File: src/rtl/float_max_reduce_pkg.sv
// Shared float32 helpers: canonical NaN, field slices, classification functions
// and the reduction FSM state type.
package float_max_reduce_pkg;

    localparam logic [31:0] FLOAT_NAN_CANON = 32'h7FC0_0000;

    localparam int unsigned FLOAT_SIGN_BIT = 31;
    localparam int unsigned FLOAT_EXP_MSB  = 30;
    localparam int unsigned FLOAT_EXP_LSB  = 23;
    localparam int unsigned FLOAT_MAN_MSB  = 22;
    localparam int unsigned FLOAT_MAN_LSB  = 0;

    function automatic logic float_is_nan(input logic [31:0] x);
        return (&x[FLOAT_EXP_MSB:FLOAT_EXP_LSB]) && (|x[FLOAT_MAN_MSB:FLOAT_MAN_LSB]);
    endfunction

    function automatic logic float_is_zero(input logic [31:0] x);
        return x[FLOAT_EXP_MSB:0] == '0;
    endfunction

    typedef enum logic [1:0] {
        ST_FIRST,
        ST_ACCUM,
        ST_DONE
    } reduce_state_t;

endpackage

File: src/rtl/float_gt.sv
// Combinational float32 strict greater-than: sign-magnitude ordering,
// +0 == -0, and any NaN operand yields 0.
module float_gt
    import float_max_reduce_pkg::*;
(
    input  logic [31:0] a,
    input  logic [31:0] b,
    output logic        gt
);

    always_comb begin
        gt = 1'b0;
        if (float_is_nan(a) || float_is_nan(b) || (float_is_zero(a) && float_is_zero(b))) begin
            gt = 1'b0;
        end else if (a[FLOAT_SIGN_BIT] != b[FLOAT_SIGN_BIT]) begin
            gt = !a[FLOAT_SIGN_BIT];
        end else if (!a[FLOAT_SIGN_BIT]) begin
            gt = a[FLOAT_EXP_MSB:0] > b[FLOAT_EXP_MSB:0];
        end else begin
            // both negative: smaller magnitude is the greater value
            gt = a[FLOAT_EXP_MSB:0] < b[FLOAT_EXP_MSB:0];
        end
    end

endmodule

File: src/rtl/float_max_reduce.sv
// Streaming float32 max reduction over an in_last-delimited frame: reports the
// maximum, its first index, a NaN-seen flag and a frame-length overflow flag.
module float_max_reduce
    import float_max_reduce_pkg::*;
#(
    parameter int unsigned INDEX_WIDTH = 4
) (
    input  logic                   clk,
    input  logic                   rst,
    input  logic [31:0]            in_data,
    input  logic                   in_valid,
    input  logic                   in_last,
    output logic                   in_ready,
    output logic [31:0]            out_max,
    output logic [INDEX_WIDTH-1:0] out_index,
    output logic                   out_nan,
    output logic                   out_overflow,
    output logic                   out_valid,
    input  logic                   out_ready
);

    localparam logic [INDEX_WIDTH:0] COUNT_ONE = {{INDEX_WIDTH{1'b0}}, 1'b1};
    localparam logic [INDEX_WIDTH:0] COUNT_SAT = {1'b1, {INDEX_WIDTH{1'b0}}};

    reduce_state_t          state;
    logic [INDEX_WIDTH:0]   count;
    logic                   max_is_nan;
    logic                   accept;
    logic                   sample_nan;
    logic                   sample_gt;
    logic                   replace;
    logic [INDEX_WIDTH-1:0] win_index;

    float_gt u_gt (
        .a  (in_data),
        .b  (out_max),
        .gt (sample_gt)
    );

    assign in_ready   = (state != ST_DONE);
    assign accept     = in_valid & in_ready;
    assign sample_nan = float_is_nan(in_data);
    assign replace    = !sample_nan && (max_is_nan || sample_gt);
    // once saturated, late winners report the last representable index
    assign win_index  = (count == COUNT_SAT) ? '1 : count[INDEX_WIDTH-1:0];

    always_ff @(posedge clk) begin
        if (rst) begin
            state        <= ST_FIRST;
            count        <= '0;
            max_is_nan   <= 1'b0;
            out_max      <= '0;
            out_index    <= '0;
            out_nan      <= 1'b0;
            out_overflow <= 1'b0;
            out_valid    <= 1'b0;
        end else begin
            case (state)
                ST_FIRST: begin
                    if (accept) begin
                        out_max      <= sample_nan ? FLOAT_NAN_CANON : in_data;
                        max_is_nan   <= sample_nan;
                        out_index    <= '0;
                        count        <= COUNT_ONE;
                        out_nan      <= sample_nan;
                        out_overflow <= 1'b0;
                        if (in_last) begin
                            state     <= ST_DONE;
                            out_valid <= 1'b1;
                        end else begin
                            state <= ST_ACCUM;
                        end
                    end
                end
                ST_ACCUM: begin
                    if (accept) begin
                        if (replace) begin
                            out_max    <= in_data;
                            max_is_nan <= 1'b0;
                            out_index  <= win_index;
                        end
                        out_nan <= out_nan | sample_nan;
                        if (count == COUNT_SAT) begin
                            out_overflow <= 1'b1;
                        end else begin
                            count <= count + COUNT_ONE;
                        end
                        if (in_last) begin
                            state     <= ST_DONE;
                            out_valid <= 1'b1;
                        end
                    end
                end
                ST_DONE: begin
                    if (out_ready) begin
                        state     <= ST_FIRST;
                        out_valid <= 1'b0;
                    end
                end
                default: begin
                    state     <= ST_FIRST;
                    out_valid <= 1'b0;
                end
            endcase
        end
    end

endmodule

File: config.mk
export PLATFORM = sky130hd
export DESIGN_NAME = float_max_reduce
export DESIGN_NICKNAME = d
export VERILOG_FILES = /design/src/rtl/float_max_reduce_pkg.sv /design/src/rtl/float_gt.sv /design/src/rtl/float_max_reduce.sv
export SDC_FILE = /design/constraint.sdc
export NUM_CORES = 1
export LEC_CHECK = 0
export BUFFER_PORTS_ARGS = -buffer_cell sky130_fd_sc_hd__buf_4
export CORE_UTILIZATION = 60
export CTS_BUF_LIST = sky130_fd_sc_hd__clkbuf_4 sky130_fd_sc_hd__clkbuf_8
export DETAILED_ROUTE_END_ITERATION = 10
export PLACE_DENSITY = 0.95
export RECOVER_POWER = 100
export SLEW_MARGIN = 20
export SYNTH_ARGS = -nofsm -noshare
export SYNTH_HDL_FRONTEND = slang
export SYNTH_SLANG_ARGS = --single-unit
export TNS_END_PERCENT = 50
File: constraint.sdc
create_clock -name clk -period 7.1 [get_ports clk]
set_input_delay 0.355 -clock clk [delete_from_list [all_inputs] [get_ports clk]]
set_output_delay 0.355 -clock clk [all_outputs]
set_load 0.02 [all_outputs]
# Yosys cells after proc, flatten, opt, wreduce, memory -nomap -nowiden
# Cells that the tools add are included.
# totals
reg_bits	47
latch_bits	0
ram_bits	0
mem_bits_ro	0
input_bits	37
out_inout_bits	40
elab_cells	88
memories	0
# classes
addsub	1
multipliers	0
div_mod_pow	0
n_lt_le_gt_ge	2
eq_ne	14
n_shift	0
muxes	37
bitwise	2
reduce_logical	24
# op_table
operator	count
$mux W32	4
$pmux W32 S2	1
$logic_not A31 Y1	2
$reduce_or A23 Y1	2
$gt A31 B31 Y1	1
$lt A31 B31 Y1	1
$mux W4	4
$ne A2 B2 Y1 const B	8
$reduce_and A4 Y1	4
$reduce_and A8 Y1	2
$mux W5	3
$mux W1	13
$mux W2	5
$pmux W5 S2	1
$pmux W1 S2	4
$pmux W4 S2	1
$pmux W2 S3	1
$reduce_and A3 Y1	2
$add A5 B1 Y5 const B	1
$eq A5 B5 Y1 const B	1
$logic_and A1 B1 Y1	4
$ne A2 B1 Y1 const B	2
$logic_or A1 B1 Y1	3
$eq A2 B1 Y1 const B	1
8 further kinds	9

# Logic depth before layout (Yosys ltp)
# Gate-level depths: netlist of run 1.
# logic_depth
word_depth	10
mapped_depth	12

# Modules after synthesis
# Synthesis of run 1 repeated with hierarchy kept, for this count alone.
# hier_totals
cells_unflattened	327
area_unflattened_um2	2840.2
# by_module_without_submodules
mod	instances	cells_each	area_each_um2	seq_area_each_um2
float_max_reduce	1	183	1843.0	940.9
float_gt	1	144	997.2	0.0

# Worst setup path after synthesis of run 1
# Ideal clock, no wire load.
# synth_path
kind	register -> register
from	reg out_max[30]
to	reg out_max[0]
setup_time_ps	120
arrival_ps	2693
required_ps	6980
slack_ps	4288
path_stages_with_launch	13
path_buffers	3
synth_period_minus_slack_ps	2812
path_cell_list	dfxtp_1 inv_1 ha_1 nand3_1 or3_1 nor4_2 a21boi_2 o211a_1 buf_4 nor3_2 buf_6 buf_6 mux2i_1
# synth_via
elab_chain_len	9
# synth_rtl
element	line_no	text
from (decl)	float_max_reduce.sv:14	output logic [31:0] out_max,
from (signal assigned)	float_max_reduce.sv:61	out_max <= sample_nan ? FLOAT_NAN_CANON : in_data;
from (signal assigned)	float_max_reduce.sv:78	out_max <= in_data;
parallel branches: the longest is 4 deep, another holds $gt A31 B31 Y1	--	
$mux W1 *	float_gt.sv:13	if (float_is_nan(a) || float_is_nan(b) || (float_is_zero(a) && float_is_zero(b))) begin
$logic_or A1 B1 Y1 *	float_max_reduce.sv:43	assign replace = !sample_nan && (max_is_nan || sample_gt);
$logic_and A1 B1 Y1 *	float_max_reduce.sv:43	
$ne A2 B2 Y1 (no source line) *	--	
$reduce_and A4 Y1 (no source line) *	--	
# Every way passes the cells marked *.
# A chain may end at the register's enable or synchronous reset.

# Final worst setup path of run 1
# layout_path
from	reg out_max[30]
to	reg out_max[11]
# Same word-level chain as after synthesis.

==> flow_metrics.tcl, run 1 <==
set metrics [dict create \
    start_util_pct 64.2 \
    cp_slowest_cell "clkbuf_1" \
    num_rows 25 \
    cts_buffer_depth 2 \
    max_stage_delay_ns 1.42 \
    vias_per_cell 6.12 \
    grt.overflow.total 0 \
    syn_avg_cell_area_um2 8.24 \
    wl_per_cell_um 16.3 \
    crit_family "simple AND/OR/NAND/NOR gates" \
    area_growth_pct 16.1 \
    synth_cell_types 43 \
    antenna_found_initial 0 \
    ys_top_cells_by_count "47 x dfxtp_1, 37 x nand2_1, 36 x inv_1" \
    fillers 390 \
    hp-start "in_last" \
    outcome "finished, violations left" \
    switching_power_mw 0.242 \
    hpwlAfterDp_um 6280 \
    p_comb_share_pct 29.7 \
    crit_cells 10 \
    cts_setup_buffers 0 \
    track_usage_pct 31.9 \
    worstPathCellList "inv_1, ha_1, nand3_1, or3_1, nor4_1, a21boi_0, nor4_1, nor3_4, clkbuf_1, mux2i_1" \
    placed_area_um2 3700 \
    finalCriticalPeriod_ns 4.66 \
    ir_worst_vdd_uv 106 \
    clock_sinks 47 \
    hold_viol_final 0 \
    remaining_drc_errors 0 \
    p_clk_share_pct 25.0 \
    synth_cells 378 \
    cap_violations 2 \
    sequentialPowerShare_pct 45.3 \
    drt_pass1_iterations 5 \
    max_freq_ghz 0.215 \
    worstSetupEndpointType "flop" \
    relSlewSlack_pct -30.2 \
    ys.warnings.count 0 \
    wl_met3_um 589 \
    synth_area_um2 3110 \
    grt_pass1_wl_um 13500 \
    rr_startpoint "out_max[30]" \
    startpoint_type "flop" \
    drtIter0Drc 234 \
    synth-seq-cells 47 \
    port_buffers 76 \
    cp_common_cell "nor4_1" \
    m1WireLength_um 3400 \
    r2r_end "out_max[11]" \
    path_class "flop to flop" \
    yosysTopAreaCell "dfxtp_1" \
    p_leak_nw 1.48 \
    yosysSeqAreaShare_pct 30.2 \
    switching_share_pct 35.8 \
    violations "capacitance limit, slew limit" \
    synth_top_area_share_pct 30.2 \
    critPathMaxFanout 28 \
    power.internal_mw 0.433 \
    multi_input_area_um2 1930 \
    grt_max_degree 51 \
    top_layer "met4" \
    synthTopCellsByArea "dfxtp_1 30%, ha_1 13%, mux2i_1 7.4%" \
    core_um2 4850 \
    routabilityCongestion 0.878 \
    min_delay_worst_endpoint "state[0]" \
    min_period_over_period_pct 65.6 \
    power_density_nw_per_um2 187 \
    hold_buffers 0 \
    r2r_setup_slack_ns 2.44 \
    vias 3150 \
    async_flop_share_pct 0 \
    drive_gt1_share_pct 10.9 \
    clkTransAtPathRegs_ns 0.09 \
    finClkSkew_ns 0.00651 \
    numCtsBuffers 5 \
    worstPathArrival_ns 4.77 \
    holdWs_ns 0.262 \
    reg2reg_depth 10 \
    num_io_pins 77 \
    hold_path_class "primary input to flop" \
    finalPower_mw 0.674 \
    dr_wl_met2_um 4100 \
    ctsResizeCount 0 \
    critical_path_required_ns 7.21 \
    synth_edf_count 0 \
    cts_root_buffer "clkbuf_8" \
    hold_depth 2 \
    maxSlewViolCount 40 \
    die_w_um 74.0 \
    stdcell_area_um2 3610 \
    die_area_um2 5480 \
    totalWireLength_um 8380 \
    die_h_um 74.0 \
    cts_tree "yes" \
    htree_num_levels 2 \
    fin_tns_setup_ns 0 \
    grt_pass1_vias 2948 \
    setup_violations 0 \
    synth_most_common_cell "dfxtp_1" \
    tightest_slew_ns 1.95 \
    insertion_delay_ns 0.31 \
    regArea_um2 941 \
    worst-path-buf-inv 2 \
    ys.flop_type "dfxtp_1" \
    final_antenna_net_count 0 \
    num_antenna_cells 0 \
    nets 517 \
    grt_setup_unrepaired "no" \
    syn_nets 448 \
]
## worst max path at each step
| stage | from | to | slack, ns |
|---|---|---|---|
| CTS | out_max[30] | max_is_nan | 3.92 |
| finish | out_max[30] | out_max[11] | 2.44 |
| global placement | in_data[30] | out_index[1] | 4.08 |
| floorplan | out_max[30] | out_max[0] | 4.29 |
| global route | out_max[30] | out_max[16] | 2.17 |
| detailed placement | in_data[30] | max_is_nan | 3.92 |
## worst register-to-register path, cell delays in order (launching register included)
cell and delay (ns):
dfxtp_1 0.42, inv_1 0.07, ha_1 0.31, nand3_1 0.11
or3_1 0.42, nor4_1 0.50, a21boi_0 0.45, nor4_1 0.33
nor3_4 0.19, clkbuf_1 1.42, mux2i_1 0.25
## metrics by stage
step                instances  utilization, %  setup WS, ns
floorplan                 378               -          4.29
global placement          507            76.3          4.08
detailed placement        507            76.3          3.92
CTS                       515            78.2          3.92
global route              515            74.6          2.17
finish                    515            74.6          2.44
## area by class of cell
class                   count  share of cell area [%]
clock buffers               5                    1.90
clock inverters             3                   0.658
inverters                  36                    3.74
multi-input cells         279                    53.4
flip-flops and latches     47                    26.0
well taps                  67                    2.32
repair buffers             78                    11.9
## cell usage in the layout, fill, tap and decap left out, types with 23 or more instances in the layout
master,n
inv_1,36
nand2_1,37
dfxtp_1,47
buf_4,37
a21oi_1,29
ha_1,33
nand4_1,27
clkbuf_1,41
nand2b_1,26
mux2i_1,23
## registers in the layout, indices dropped and copies added, names as in the netlist
register and flops:
out_max 32, count 5, out_index 4, state 2, max_is_nan 1, out_nan 1, out_overflow 1, out_valid 1
## routing by layer
layer | up-vias | track usage [%]
met4 | 0 | 15.8
met5 | - | 0
met1 | 1473 | 38.4
li1 | 1495 | -
met3 | 29 | 5.28
met2 | 153 | 55.1
## power groups by stage
stage | Sequential [mW] | Combinational, mW | Clock, mW
final | 0.305 | 0.200 | 0.169
after global routing | 0.308 | 0.220 | 0.184
after CTS | 0.305 | 0.213 | 0.170
after detailed placement | 0.311 | 0.211 | 0
after global placement | 0.310 | 0.202 | 0
after floorplan | 0.327 | 0.114 | 0
## logic make-up (layout without fill, tap and decap cells)
| logic type | count (synthesis) | after routing | share of synthesized area, % |
|---|---|---|---|
| xor gates and xnor gates | 3 | 3 | 0.844 |
| AOI/OAI and AO/OA | 70 | 70 | 14.3 |
| and+or+nand+nor | 150 | 150 | 26.8 |
| DFF | 47 | 47 | 30.2 |
| adders and majority gates | 33 | 33 | 13.3 |
| muxes | 23 | 23 | 7.40 |
| buffers and inverters | 52 | 122 | 7.15 |
Power figures use the tool's default switching activity.
==> run 2, diff against run 1 <==
--- a/config.mk
+++ b/config.mk
@@ -6,7 +6,7 @@
 export NUM_CORES = 1
 export LEC_CHECK = 0
 export BUFFER_PORTS_ARGS = -buffer_cell sky130_fd_sc_hd__buf_4
-export CORE_UTILIZATION = 60
+export CORE_UTILIZATION = 56
 export CTS_BUF_LIST = sky130_fd_sc_hd__clkbuf_4 sky130_fd_sc_hd__clkbuf_8
 export DETAILED_ROUTE_END_ITERATION = 10
 export PLACE_DENSITY = 0.95
==> constraint.sdc (replaced) <==
create_clock -name clk -period 4.9 [get_ports clk]
set_input_delay 0.245 -clock clk [delete_from_list [all_inputs] [get_ports clk]]
set_output_delay 0.245 -clock clk [all_outputs]
set_load 0.02 [all_outputs]
==> run 2 against run 1 <==
Effect of this change:
- the run still ends with capacitance limit, slew limit left
- critical path depth down 2
- cell count up 0.58%
- design area about the same
- first-iteration DRC count up 31%
- routed wire length up 1.6%
- critical endpoint is now out_max[3]
==> flow_metrics.tcl, run 2 (synthesis results as in run 1) <==
set metrics [dict create \
    area_growth_pct 16.2 \
    critPathMaxFanout 16 \
    finClkSkew_ns 0.0132 \
    tightest_slew_ns 1.69 \
    regArea_um2 941 \
    post-place-ws_ns 1.41 \
    power_density_nw_per_um2 270 \
    grt_max_degree 51 \
    ir_worst_vdd_uv 145 \
    worstPathArrival_ns 4.06 \
    drt_pass1_iterations 4 \
    path_class "flop to flop" \
    htree_num_levels 2 \
    setup_violations 0 \
    antenna_found_initial 0 \
    fin_tns_setup_ns 0 \
    finalPower_mw 0.975 \
    ctsResizeCount 0 \
    track_usage_pct 29.3 \
    outcome "finished, violations left" \
    num_rows 26 \
    min_period_over_period_pct 79.0 \
    vias 3170 \
    grt_pass1_wl_um 13800 \
    hpwlAfterDp_um 6340 \
    worstSetupEndpointType "flop" \
    routabilityCongestion 0.905 \
    hold_buffers 0 \
    die_w_um 76.6 \
    remaining_drc_errors 0 \
    violations "capacitance limit, slew limit" \
    cts_setup_buffers 0 \
    fillers 456 \
    hold_path_class "primary input to flop" \
    insertion_delay_ns 0.31 \
    hold_viol_final 0 \
    numCtsBuffers 5 \
    finalCriticalPeriod_ns 3.87 \
    num_antenna_cells 0 \
    final_antenna_net_count 0 \
    relSlewSlack_pct -13.9 \
    layout_commonest_cell "dfxtp_1" \
    setup_ws_ns 1.03 \
    cts_root_buffer "clkbuf_8" \
    wl_per_cell_um 16.4 \
    totalWireLength_um 8520 \
    grt_setup_unrepaired "no" \
    startpoint_type "flop" \
    clock_sinks 47 \
    drtIter0Drc 307 \
    max_freq_ghz 0.258 \
    largestRegisters "out_max: 32 flops, count: 5 flops, out_index: 4 flops" \
    drive_gt1_share_pct 10.9 \
    start_util_pct 59.4 \
    largest_reg_flops 32 \
    die_h_um 76.6 \
    cts_buffer_depth 2 \
    multi_input_area_um2 1930 \
    critical_path_required_ns 5.09 \
    die_area_um2 5860 \
    cts_tree "yes" \
    core_um2 5240 \
    num_io_pins 77 \
    clkTransAtPathRegs_ns 0.09 \
    final_cell_mix "47 x dfxtp_1, 40 x clkbuf_1, 38 x buf_4, 37 x nand2_1, 36 x inv_1" \
    vias_per_cell 6.12 \
    p_leak_nw 1.49 \
    maxSlewViolCount 11 \
    grt_pass1_vias 3059 \
    cap_violations 1 \
    port_buffers 76 \
    nets 517 \
    largest-register "out_max" \
    grt.overflow.total 0 \
]
-- run 2: worst max-delay path, stage by stage, from the launching register on --
cell and delay (ns):
dfxtp_1 0.35, nor4_1 0.38, nand4_1 0.23, o21a_1 0.25, a2111o_1 0.41, nor4_1 1.34
nor3_4 0.28, buf_4 0.36, mux2i_1 0.15
-- run 2: cell type report --
type | instances | share of cell area [%]
sequential | 47 | 26.0
clock inverter | 1 | 0.138
timing repair buffer | 78 | 12.0
tap | 70 | 2.42
multi-input combinational | 279 | 53.3
inverter | 36 | 3.74
clock buffer | 7 | 2.32
-- run 2: path summary, 6_finish.rpt --
check / startpoint / endpoint / slack (ns) / cells past startpoint
hold / removal: in_last / state[0] / 0.17 / 2
hold reg to reg: out_overflow / out_overflow / 0.47 / 2
setup reg to reg: out_max[17] / out_max[3] / 1.03 / 8
setup / recovery: out_max[17] / out_max[3] / 1.03 / 8
-- run 2: stage by stage --
step	utilization [%]	std cells	instance area, um2	hold WS (ns)
after floorplan	-	378	3110	0.358
after global placement	70.7	510	3700	0.458
after detailed placement	70.7	510	3700	0.467
after CTS	72.4	518	3790	0.161
after global routing	69.1	518	3620	0.155
final	69.1	518	3620	0.165
-- run 2: power by group --
group / switching [mW] / leakage (nW) / internal [mW]
clock network: 0.131 / 0.0491 / 0.112
logic: 0.176 / 1.06 / 0.113
registers: 0.0337 / 0.386 / 0.410
-- run 2: metal layers --
layer | vias to the layer above | track usage [%] | part of all wire, %
met4 | 0 | 16.2 | 3.9
met5 | - | 0 | 0
li1 | 1504 | - | -
met1 | 1467 | 33.6 | 40
met2 | 160 | 50.9 | 49
met3 | 39 | 5.75 | 6.9
==> run 3, diff against run 2 <==
--- a/config.mk
+++ b/config.mk
@@ -5,6 +5,7 @@
 export SDC_FILE = /design/constraint.sdc
 export NUM_CORES = 1
 export LEC_CHECK = 0
+export ABC_AREA = 1
 export BUFFER_PORTS_ARGS = -buffer_cell sky130_fd_sc_hd__buf_4
 export CORE_UTILIZATION = 56
 export CTS_BUF_LIST = sky130_fd_sc_hd__clkbuf_4 sky130_fd_sc_hd__clkbuf_8
==> constraint.sdc (replaced) <==
create_clock -name clk -period 4 [get_ports clk]
set_input_delay 0.2 -clock clk [delete_from_list [all_inputs] [get_ports clk]]
set_output_delay 0.2 -clock clk [all_outputs]
set_load 0.02 [all_outputs]
==> run 3 against run 2 <==
Effect of this change:
- the run now ends clean
- routed wire length rose by 2.4%
- critical endpoint is now out_max[1]
- cell count rose by 31%
- flip-flop and latch count did not move
- synthesized area rose by 5.7%
- total power rose by 38%
- critical path depth rose by 11
- maximum frequency rose by 34%
- clock-buffer cell count fell by 2
- non-clock buffer count did not move
- register-to-register slack improved by 0.08 ns
- highest routed layer unchanged
- design area rose by 5.4%
==> flow_metrics.tcl, run 3 <==
set metrics [dict create \
    p_clk_share_pct 23.2 \
    nets 674 \
    hold_buffers 0 \
    max_freq_ghz 0.345 \
    ys.warnings.count 0 \
    hpwlAfterDp_um 6620 \
    drt_pass1_iterations 5 \
    num_antenna_cells 0 \
    relSlewSlack_pct 7.95 \
    ys.flop_type "dfxtp_1" \
    synth_most_common_cell "nand2_1" \
    cts_buffer_depth 2 \
    rr_startpoint "out_max[14]" \
    synth_edf_count 0 \
    cts_tree "yes" \
    holdWs_ns 0.0546 \
    tightest_slew_ns 1.38 \
    vias 3618 \
    min_period_over_period_pct 72.4 \
    track_usage_pct 28.7 \
    reg2reg_depth 19 \
    outcome "completed" \
    grt_max_degree 42 \
    syn_avg_cell_area_um2 6.13 \
    ys_top_cells_by_count "152 x nand2_1, 107 x nor2_1, 72 x inv_1" \
    maxSlewViolCount 0 \
    setup_ws_ns 1.10 \
    antenna_found_initial 0 \
    cts_setup_buffers 0 \
    worstSetupEndpointType "flop" \
    final_cell_mix "153 x nand2_1, 109 x nor2_1, 72 x inv_1, 47 x dfxtp_1, 40 x clkbuf_1" \
    finalPower_mw 1.34 \
    largestRegisters "out_max: 32 flops, count: 5 flops, out_index: 4 flops" \
    hp-start "rst" \
    finalCriticalPeriod_ns 2.90 \
    port_buffers 76 \
    numCtsBuffers 5 \
    sequentialPowerShare_pct 41.4 \
    power_density_nw_per_um2 352 \
    clkTransAtPathRegs_ns 0.10 \
    routabilityCongestion 0.918 \
    largest-register "out_max" \
    synth_area_um2 3290 \
    num_io_pins 77 \
    r2r_setup_slack_ns 1.10 \
    insertion_delay_ns 0.31 \
    num_rows 27 \
    die_w_um 78.6 \
    vias_per_cell 5.34 \
    syn_nets 607 \
    critical_path_required_ns 4.21 \
    die_h_um 78.6 \
    yosysSeqAreaShare_pct 28.6 \
    post-place-ws_ns 1.25 \
    start_util_pct 59.0 \
    synth_top_area_share_pct 28.6 \
    p_leak_nw 1.96 \
    largest_reg_flops 32 \
    wl_per_cell_um 12.9 \
    critPathMaxFanout 41 \
    fillers 523 \
    r2r_end "out_max[1]" \
    final_antenna_net_count 0 \
    clock_sinks 47 \
    layout_commonest_cell "nand2_1" \
    hold_path_class "primary input to flop" \
    switching_share_pct 39.6 \
    yosysTopAreaCell "dfxtp_1" \
    htree_num_levels 2 \
    p_comb_share_pct 35.4 \
    totalWireLength_um 8720 \
    grt_pass1_vias 3206 \
    drive_gt1_share_pct 8.26 \
    worstPathArrival_ns 3.11 \
    switching_power_mw 0.531 \
    die_area_um2 6180 \
    synth-seq-cells 47 \
    setup_violations 0 \
    synthTopCellsByArea "dfxtp_1 29%, nand2_1 17%, ha_1 13%" \
    cts_root_buffer "clkbuf_8" \
    fin_tns_setup_ns 0 \
    synth_cell_types 25 \
    startpoint_type "flop" \
    finClkSkew_ns 0.00771 \
    grt_setup_unrepaired "no" \
    hold_viol_final 0 \
    hold_depth 2 \
    grt.overflow.total 0 \
    cap_violations 0 \
    ctsResizeCount 0 \
    ir_worst_vdd_uv 189 \
    area_growth_pct 15.9 \
    path_class "flop to flop" \
    async_flop_share_pct 0 \
    drtIter0Drc 217 \
    grt_pass1_wl_um 14300 \
    power.internal_mw 0.810 \
    synth_cells 537 \
    post-route-util_pct 68.4 \
    core_um2 5570 \
    remaining_drc_errors 0 \
    min_delay_worst_endpoint "count[0]" \
]
run 3: changes by cell type after synthesis, sizes merged, moves of 14 or more:
cell	previous run	this run
inv	36	72
nand3	4	35
nand4	27	12
nor2	20	109
o31ai	14	0
nand2b	26	0
nand2	37	155
nor4	19	0
mux2i	23	0
run 3: layout make-up:
type,instances,area (um2),share of cell area (%)
flip-flops and latches,47,941,24.7
multi-input cells,400,1980,51.9
inverters,72,270,7.09
clock buffers,5,68.8,1.81
repair buffers,78,435,11.4
well taps,72,90.1,2.36
clock inverters,3,27.5,0.722
run 3: cells by family (layout without fill, tap and decap cells):
| group | Yosys count | in the layout | synth area share [%] |
|---|---|---|---|
| simple gates | 316 | 316 | 39.4 |
| buf+inv | 90 | 158 | 11.0 |
| compound gates | 49 | 49 | 7.95 |
| flops | 47 | 47 | 28.6 |
| fa+ha+maj | 33 | 33 | 12.6 |
| xor+xnor | 2 | 2 | 0.533 |
run 3: power groups by stage:
stage	Combinational (mW)	Clock [mW]	Sequential (mW)
floorplan	0.287	0	0.607
global placement	0.478	0	0.564
detailed placement	0.497	0	0.566
CTS	0.503	0.320	0.556
global route	0.532	0.343	0.561
finish	0.474	0.311	0.555
run 3: worst max path at each step:
stage	start	end	slack [ns]	cells after the start
final	out_max[14]	out_max[1]	1.10	19
after global routing	out_max[14]	out_max[8]	0.73	20
after CTS	out_max[14]	out_max[28]	1.21	19
after detailed placement	out_max[14]	out_max[28]	1.25	19
after global placement	out_max[14]	out_max[13]	1.39	19
after floorplan	out_max[30]	out_max[0]	1.81	18
run 3: per-layer routing:
layer  wire (um)  track usage, %  share of wire (%)
met1        3660            34.6                 42
met3         598            5.93                6.9
met4         181            9.81                2.1
met2        4270            50.3                 49
met5           0               0                  0
run 3: critical path, stage by stage (launching register included):
cell	delay, ns
dfxtp_1	0.41
inv_1	0.10
ha_1	0.30
nand2_1	0.07
nor2_1	0.15
nand3_1	0.09
nor2_1	0.18
nand2_1	0.10
nand2_1	0.07
nand2_1	0.05
nand2_1	0.07
nand2_1	0.06
nand2_1	0.06
nand2_1	0.05
nand2_1	0.06
nand2_1	0.08
nand2_4	0.33
nand2_4	0.30
nor2_1	0.19
nor2_1	0.06
run 3: stage by stage:
step           area [um2]  cells
2_1_floorplan        3290    537
3_3_place_gp         3870    669
3_5_place_dp         3870    669
4_1_cts              3970    677
5_1_grt              3810    677
6_report             3810    677
